[config.mk]
export PLATFORM = sky130hd
export DESIGN_NAME = phase_timer
export DESIGN_NICKNAME = d
export VERILOG_FILES = /design/src/rtl/phase_timer.sv
export SDC_FILE = /design/constraint.sdc
export NUM_CORES = 1
export LEC_CHECK = 0
export BUFFER_PORTS_ARGS = -buffer_cell sky130_fd_sc_hd__buf_2
export CORE_MARGIN = 10
export CORE_UTILIZATION = 44
export DETAILED_ROUTE_END_ITERATION = 7
export HOLD_SLACK_MARGIN = 0.05
export PLACE_DENSITY = 0.81
export SYNTH_ARGS = -nofsm -noshare
export SYNTH_HDL_FRONTEND = slang
export SYNTH_SLANG_ARGS = --single-unit
export TNS_END_PERCENT = 30
[constraint.sdc]
create_clock -name clk -period 1.4 [get_ports clk]
set_input_delay 0.21 -clock clk [delete_from_list [all_inputs] [get_ports clk]]
set_output_delay 0.21 -clock clk [all_outputs]
set_load 0.005 [all_outputs]
[src/rtl/phase_timer.sv]
// rtl/phase_timer.sv - per-phase countdown timer producing the converter step pulse
//
// Purpose: divides clk into one-second ticks, loads a phase duration chosen by
// the converter's current light code (or the flash duration in mode M), counts
// it down and emits a one-cycle registered step pulse at expiry.
//
// Ports:
//   clk          in   system clock, rising edge
//   CR           in   asynchronous active-high reset
//   M            in   mode select (1 = flash duration for every phase)
//   state_in     in   [2:0] current light code from the converter
//   hold         in   freezes the countdown while high (COUNT only)
//   step         out  registered one-cycle advance pulse
//   sec_tick     out  high in the COUNT cycle in which a second elapses
//   remain       out  [3:0] seconds remaining in the current phase
//   remain_tens  out  [3:0] BCD tens of remain
//   remain_ones  out  [3:0] BCD ones of remain

module phase_timer #(
   parameter int          TICK_DIV  = 4,
   parameter logic [31:0] DUR_TABLE = 32'h1232_5320,
   parameter int          FLASH_S   = 1
) (
   input  logic       clk,
   input  logic       CR,
   input  logic       M,
   input  logic [2:0] state_in,
   input  logic       hold,
   output logic       step,
   output logic       sec_tick,
   output logic [3:0] remain,
   output logic [3:0] remain_tens,
   output logic [3:0] remain_ones
);

   localparam int            PW        = $clog2(TICK_DIV);
   localparam logic [PW-1:0] PRE_MAX   = PW'(TICK_DIV - 1);
   localparam logic [3:0]    FLASH_DUR = 4'(FLASH_S);

   typedef enum logic [1:0] {
      RST_WAIT,
      LOAD,
      COUNT,
      STEP
   } state_t;

   state_t        state, state_nxt;
   logic [PW-1:0] pre, pre_nxt;
   logic [3:0]    remain_nxt;
   logic          step_nxt;
   logic [3:0]    dur_raw;
   logic [3:0]    dur;

   // Duration lookup; a zero entry would never expire, so it is treated as 1 s.
   always_comb begin
      dur_raw = M ? FLASH_DUR : DUR_TABLE[{state_in, 2'b00} +: 4];
      dur     = (dur_raw == 4'd0) ? 4'd1 : dur_raw;
   end

   always_comb begin
      state_nxt  = state;
      pre_nxt    = pre;
      remain_nxt = remain;
      step_nxt   = 1'b0;
      sec_tick   = 1'b0;
      case (state)
         RST_WAIT: state_nxt = LOAD;
         LOAD: begin
            remain_nxt = dur;
            pre_nxt    = '0;
            state_nxt  = COUNT;
         end
         COUNT: begin
            if (!hold) begin
               if (pre == PRE_MAX) begin
                  sec_tick = 1'b1;
                  pre_nxt  = '0;
                  if (remain > 4'd1) begin
                     remain_nxt = remain - 4'd1;
                  end else begin
                     remain_nxt = 4'd0;
                     state_nxt  = STEP;
                     // step is registered so it rises on the same edge STEP is entered
                     step_nxt   = 1'b1;
                  end
               end else begin
                  pre_nxt = pre + 1'b1;
               end
            end
         end
         STEP: state_nxt = LOAD;
         default: state_nxt = RST_WAIT;
      endcase
   end

   always_ff @(posedge clk or posedge CR) begin
      if (CR) begin
         state  <= RST_WAIT;
         pre    <= '0;
         remain <= 4'd0;
         step   <= 1'b0;
      end else begin
         state  <= state_nxt;
         pre    <= pre_nxt;
         remain <= remain_nxt;
         step   <= step_nxt;
      end
   end

   always_comb begin
      remain_tens = (remain >= 4'd10) ? 4'd1 : 4'd0;
      remain_ones = (remain >= 4'd10) ? (remain - 4'd10) : remain;
   end

endmodule
==> impl_metrics.ini, run 1 <==
[power]
peakVddDrop_uv = 1156
p_seq_share_pct = 19.9
combinationalPowerShare_pct = 70.5
p_int_mw = 1.315
cellPowerDensity_mw_per_mm2 = 1923
leakagePower_nw = 0.5898
power.total_mw = 2.177
p_switching_mw = 0.8621
swShare_pct = 39.60
power_frac_clock_pct = 9.6

[critical_path]
critical_path_class = flip-flop to primary output
crit_required_ns = 1.19
critPathMaxFanout = 3
startpoint_type = flip-flop
crit_arrival_ns = 1.39
crit_path_end_kind = primary output

[layout]
layoutNonFillerInstCount = 137
diodes = 0
drive_gt1_share_pct = 54.55
final_nets = 140
syn2layout_area_growth_pct = 60.75

[sta]
setup_viol = 9
hold_viol_final = 0
drv_slew = 0
fin_crit_ns = 1.602
setup_slack_ns = -0.2023
finalSetupTns_ns = -1.140
max_freq_mhz = 624.1
rsz0062_at_grt = true
clock_skew_ns = 0.01441
finalCritPeriodShare_pct = 114.4

[floorplan]
die_x_um = 60.01
initial_utilization_pct = 46.76
dieArea_mm2 = 0.003601
rows = 14
coreArea_mm2 = 0.001506
dieHeight_um = 60.01
io-pin-count = 21

[synth]
synth-seq-cells = 9
syn_avg_cell_area_um2 = 9.392
yosys_warnings = 0
seq_area_frac_synth_pct = 31.97
synth_cells = 75
synth_cell_types = 29
syn_area_um2 = 704.4

[global_routing]
grt_max_degree = 10
grt_overflow = 0
track_usage_pct = 11.05
grt_pass1_vias = 707
antenna_found_initial = 0
grt_first_pass_wirelength_um = 3091

[routing]
vias_per_cell = 5.161
dr.pass1.iters = 4
drt_iter0_markers = 13
post_drt_wl_per_cell_um = 14.47
wirelength_um = 1982
drc = 0
vias = 707
ant_nets = 0

[clock_tree]
clock_latency_ns = 0.27
cts_root_buf = clkbuf_4
path_clk_slew_ns = 0.07
cts_tree = yes
htreeDepth = 1
clockBufferDepth = 2
cts-buffers-inserted = 3
clkSinkCount = 9

[place]
place_ws_ns = -0.1715
gp_congestion = 0.7321
place_inst = 120
hpwl_um = 1365
numPortBuffers = 17

[run_status]
status = finished with violations
failed_checks = negative setup slack

[flow_run]
cap_violations = 0

[worst_hold_path]
min_path_type = primary input to flip-flop
-- cells in the final DEF, fill, tap and decap left out, types with 2 or more instances in the layout --
cell type	instances
o21ai_0	3
a22o_1	3
ha_1	4
ha_4	3
inv_1	4
buf_4	23
conb_1	3
buf_6	4
nor2_1	8
o211ai_1	2
clkbuf_4	3
ha_2	4
inv_2	4
mux2i_1	3
buf_2	16
dfrtp_1	9
o21a_1	2
-- cells by family after synthesis --
family,count (synthesis),share of synthesized area [%]
buffers and inverters,13,9.236
flip-flops,9,31.97
multiplexers,3,4.263
adder cells (fa/ha/maj),11,19.54
other,1,0.5323
AO/OA/AOI/OAI,21,22.38
AND/OR/NAND/NOR,17,12.08
-- state kept, by name, indices dropped and copies added (netlist names) --
| signal | count |
|---|---|
| remain | 4 |
| state | 2 |
| pre | 2 |
| step | 1 |
-- timing repair --
action,in CTS,in global routing
pin swaps,1,7
endpoints found under the hold margin,9,0
hold buffers,1,0
buffers inserted,5,7
gates resized for setup,14,12
setup endpoints to repair,12,12
-- power by group through the flow --
| stage | registers [mW] | logic, mW | clock network [mW] |
|---|---|---|---|
| after global routing | 0.441 | 1.70 | 0.233 |
| after detailed placement | 0.431 | 1.09 | 0 |
| after CTS | 0.427 | 1.31 | 0.216 |
| after floorplan | 0.432 | 0.630 | 0 |
| final | 0.432 | 1.54 | 0.209 |
| after global placement | 0.426 | 1.05 | 0 |
-- stage by stage --
stage | hold slack (ns) | area (um^2) | utilization, %
after floorplan | 0.03792 | 718.2 | -
after global placement | 0.1845 | 898.4 | 59.63
after detailed placement | 0.1934 | 898.4 | 59.63
after CTS | 0.3007 | 1023 | 67.94
after global routing | 0.3609 | 1132 | 75.17
final | 0.3235 | 1132 | 75.17
-- layout make-up --
type	count	area, um^2
inverter	9	38.79
tap	16	20.02
fill	96	374.1
multi-input combinational	55	514.2
sequential	9	225.2
clock buffer	4	26.28
timing repair buffer	44	307.8
-- critical path, cell delays in order (launching register included) --
cell and delay (ns):
dfrtp_1 0.39, inv_2 0.08, ha_4 0.13, inv_2 0.03, or2_4 0.27, clkinv_4 0.06
buf_6 0.09, buf_6 0.08
-- path summary, 6_finish.rpt --
check | from | endpoint | slack [ns] | depth (start not counted)
min reg2reg | pre[1] | pre[1] | 0.61 | 2
min | M | remain[1] | 0.32 | 4
max | state[0] | sec_tick | -0.20 | 7
min in group asynchronous | CR | state[1] | 0.45 | 3
max in group asynchronous | CR | remain[0] | 0.67 | 3
max reg2reg | state[0] | remain[0] | -0.08 | 6
-- cells in the mapped netlist (all sizes together) --
cell    instances  area (um^2)
o21ai           5        25.02
dfrtp           9        225.2
nor2            9        33.78
nor3            1        5.000
nand2           1        3.750
a21boi          1        7.510
o21a            2        15.01
nor4b           1        8.760
mux2i           3        30.03
a22o            3        26.28
ha             11        137.6
o31ai           1        7.510
inv             8        30.03
clkinv          1        5.000
o211ai          2        15.01
a31o            1        8.760
a32o            1        10.01
or2             1        8.760
a41o            1        10.01
nand2b          2        12.51
a21oi           1        5.000
a31oi           1        6.260
a21o            1        15.01
conb            1        3.750
buf             4        30.03
o22ai           1        6.260
nor2b           1        6.260
or3             1        6.260
-- routing by layer --
metal	global-route usage (%)	part of all wire, %	vias to the layer above	wire length [um]
li1	-	-	348	-
met1	11.76	36	327	711
met2	19.12	53	23	1042
met3	5.085	8.7	9	173
met4	2.885	2.7	0	54
met5	0	0	-	0
(Power assumes the default switching activity.)
==> run 2, diff against run 1 <==
CORE_UTILIZATION = 49   (was 44)
PLACE_DENSITY = 0.84   (was 0.81)
RECOVER_POWER = 25   (was default)
clock period = 1.7 ns   (was 1.4 ns; I/O delays follow)
==> run 2 against run 1 <==
Net effect: the flow still finishes with violations (negative setup slack); combinational power decreased by 33%; critical path type unchanged; wire length decreased by 5.5%; via count down 6.6%; clock skew is 0.010 ns lower; hold slack gained 0.018 ns; largest cell class unchanged; count of clock-buffer cells in the layout unchanged; flip-flop and latch count is the same; register-to-register slack better by 0.20 ns; global-route usage is 0.23 points higher.
==> impl_metrics.ini, run 2 (same netlist as run 1, synthesis figures left out) <==
[run_status]
status = finished with violations
failed_checks = negative setup slack

[routing]
ant_nets = 0
drt_iter0_markers = 3
wirelength_um = 1872
drc = 0
post_drt_wl_per_cell_um = 15.60
vias_per_cell = 5.500
dr.pass1.iters = 4
vias = 660

[layout]
regMostFlops = remain
largest_reg_flops = 4
layout_common_cells = buf_2, nor2_1, ha_1, dfrtp_1, buf_4
drive_gt1_share_pct = 39.05
top_regs = remain: 4 flops, pre: 2 flops, state: 2 flops
fin_util_pct = 71.58
final_nets = 124
syn2layout_area_growth_pct = 35.52
diodes = 0
layout.cells.most_common = buf_2
layoutNonFillerInstCount = 120

[critical_path]
crit_required_ns = 1.44
critPathMaxFanout = 3
reg2reg_slack_ns = 0.12
critical_path_class = flip-flop to primary output
rr_startpoint = remain[0]
crit_arrival_ns = 1.48
crit_path_end_kind = primary output
rr_endpoint = remain[1]
startpoint_type = flip-flop
rr_worst_depth = 5

[global_routing]
grt_pass1_vias = 719
grt_first_pass_wirelength_um = 3001
antenna_found_initial = 0
track_usage_pct = 11.28
grt_max_degree = 10
grt_overflow = 0

[floorplan]
io-pin-count = 21
rows = 13
dieArea_mm2 = 0.003354
dieHeight_um = 57.92
die_x_um = 57.92
initial_utilization_pct = 52.81
coreArea_mm2 = 0.001334

[clock_tree]
clockBufferDepth = 2
clkSinkCount = 9
htreeDepth = 1
path_clk_slew_ns = 0.06
cts-buffers-inserted = 3
clock_latency_ns = 0.27
cts_root_buf = clkbuf_4
cts_tree = yes

[worst_hold_path]
hold_end = pre[0]
min_path_type = primary input to flip-flop
hold_path_startpoint = hold
hold_depth = 3

[power]
combinationalPowerShare_pct = 66.1
p_seq_share_pct = 23.1
power_frac_clock_pct = 10.8
cellPowerDensity_mw_per_mm2 = 1635
power.total_mw = 1.561
leakagePower_nw = 0.5141
p_int_mw = 0.9164
swShare_pct = 41.29
p_switching_mw = 0.6446
peakVddDrop_uv = 757.9

[sta]
hold_slack_ns = 0.3412
rsz0062_at_grt = true
fin_crit_ns = 1.734
finalCritPeriodShare_pct = 102.0
setup_viol = 3
drv_slew = 0
setup_slack_ns = -0.03406
max_freq_mhz = 576.7
hold_viol_final = 0
clock_skew_ns = 0.004015

[place]
numPortBuffers = 17
place_ws_ns = 0.07991
gp_congestion = 0.8344
place_inst = 111
hpwl_um = 1348

[flow_run]
cap_violations = 0
run 2: power by group through the flow:
stage	registers, mW	clock network (mW)	logic [mW]
5_1_grt	0.369	0.194	1.14
3_5_place_dp	0.358	0	0.797
4_1_cts	0.356	0.176	0.958
2_1_floorplan	0.355	0	0.515
6_report	0.360	0.169	1.03
3_3_place_gp	0.352	0	0.762
run 2: timing repair:
item	in CTS	in global routing
gates resized for setup	9	2
hold endpoints to repair	9	0
hold buffers	1	0
gates cloned	0	0
pin swaps	1	3
buffers inserted	3	1
endpoints found under the setup margin	4	5
run 2: worst max-delay path by stage:
stage              start              to  slack [ns]  cells after the start
2_1_floorplan   state[0]       remain[3]        0.15                      8
3_3_place_gp    state[0]       remain[3]        0.15                      8
3_5_place_dp    state[0]       remain[3]        0.08                      8
4_1_cts        remain[1]  remain_ones[1]      -0.006                      6
5_1_grt        remain[1]  remain_ones[1]        -0.1                      6
6_report       remain[1]  remain_ones[1]       -0.03                      6
run 2: layer usage:
metal | global-route usage [%] | vias to the layer above | wire length (um)
met3 | 6.318 | 7 | 137
met4 | 5.705 | 0 | 55
met2 | 20.25 | 22 | 1022
met5 | 0 | - | 0
met1 | 9.801 | 313 | 657
li1 | - | 318 | -
run 2: worst max-delay path, cell delays in order, from the launching register on:
cell,delay [ns]
dfrtp_1,0.39
buf_6,0.13
buf_6,0.12
nor3_4,0.20
nand2b_4,0.17
mux2i_1,0.06
buf_2,0.13
run 2: area by class of cell:
| class | count | area, um^2 |
|---|---|---|
| Inverter | 9 | 35.03 |
| Tap cell | 15 | 18.77 |
| Timing Repair Buffer | 28 | 177.7 |
| Fill cell | 98 | 379.1 |
| Multi-Input combinational cell | 55 | 471.7 |
| Clock buffer | 4 | 26.28 |
| Sequential cell | 9 | 225.2 |
run 2: stage by stage:
step | instance area [um^2] | setup TNS [ns]
after floorplan | 711.9 | 0
after global placement | 830.8 | 0
after detailed placement | 830.8 | 0
after CTS | 937.1 | -0.009887
after global routing | 954.7 | -0.3305
final | 954.7 | -0.05717
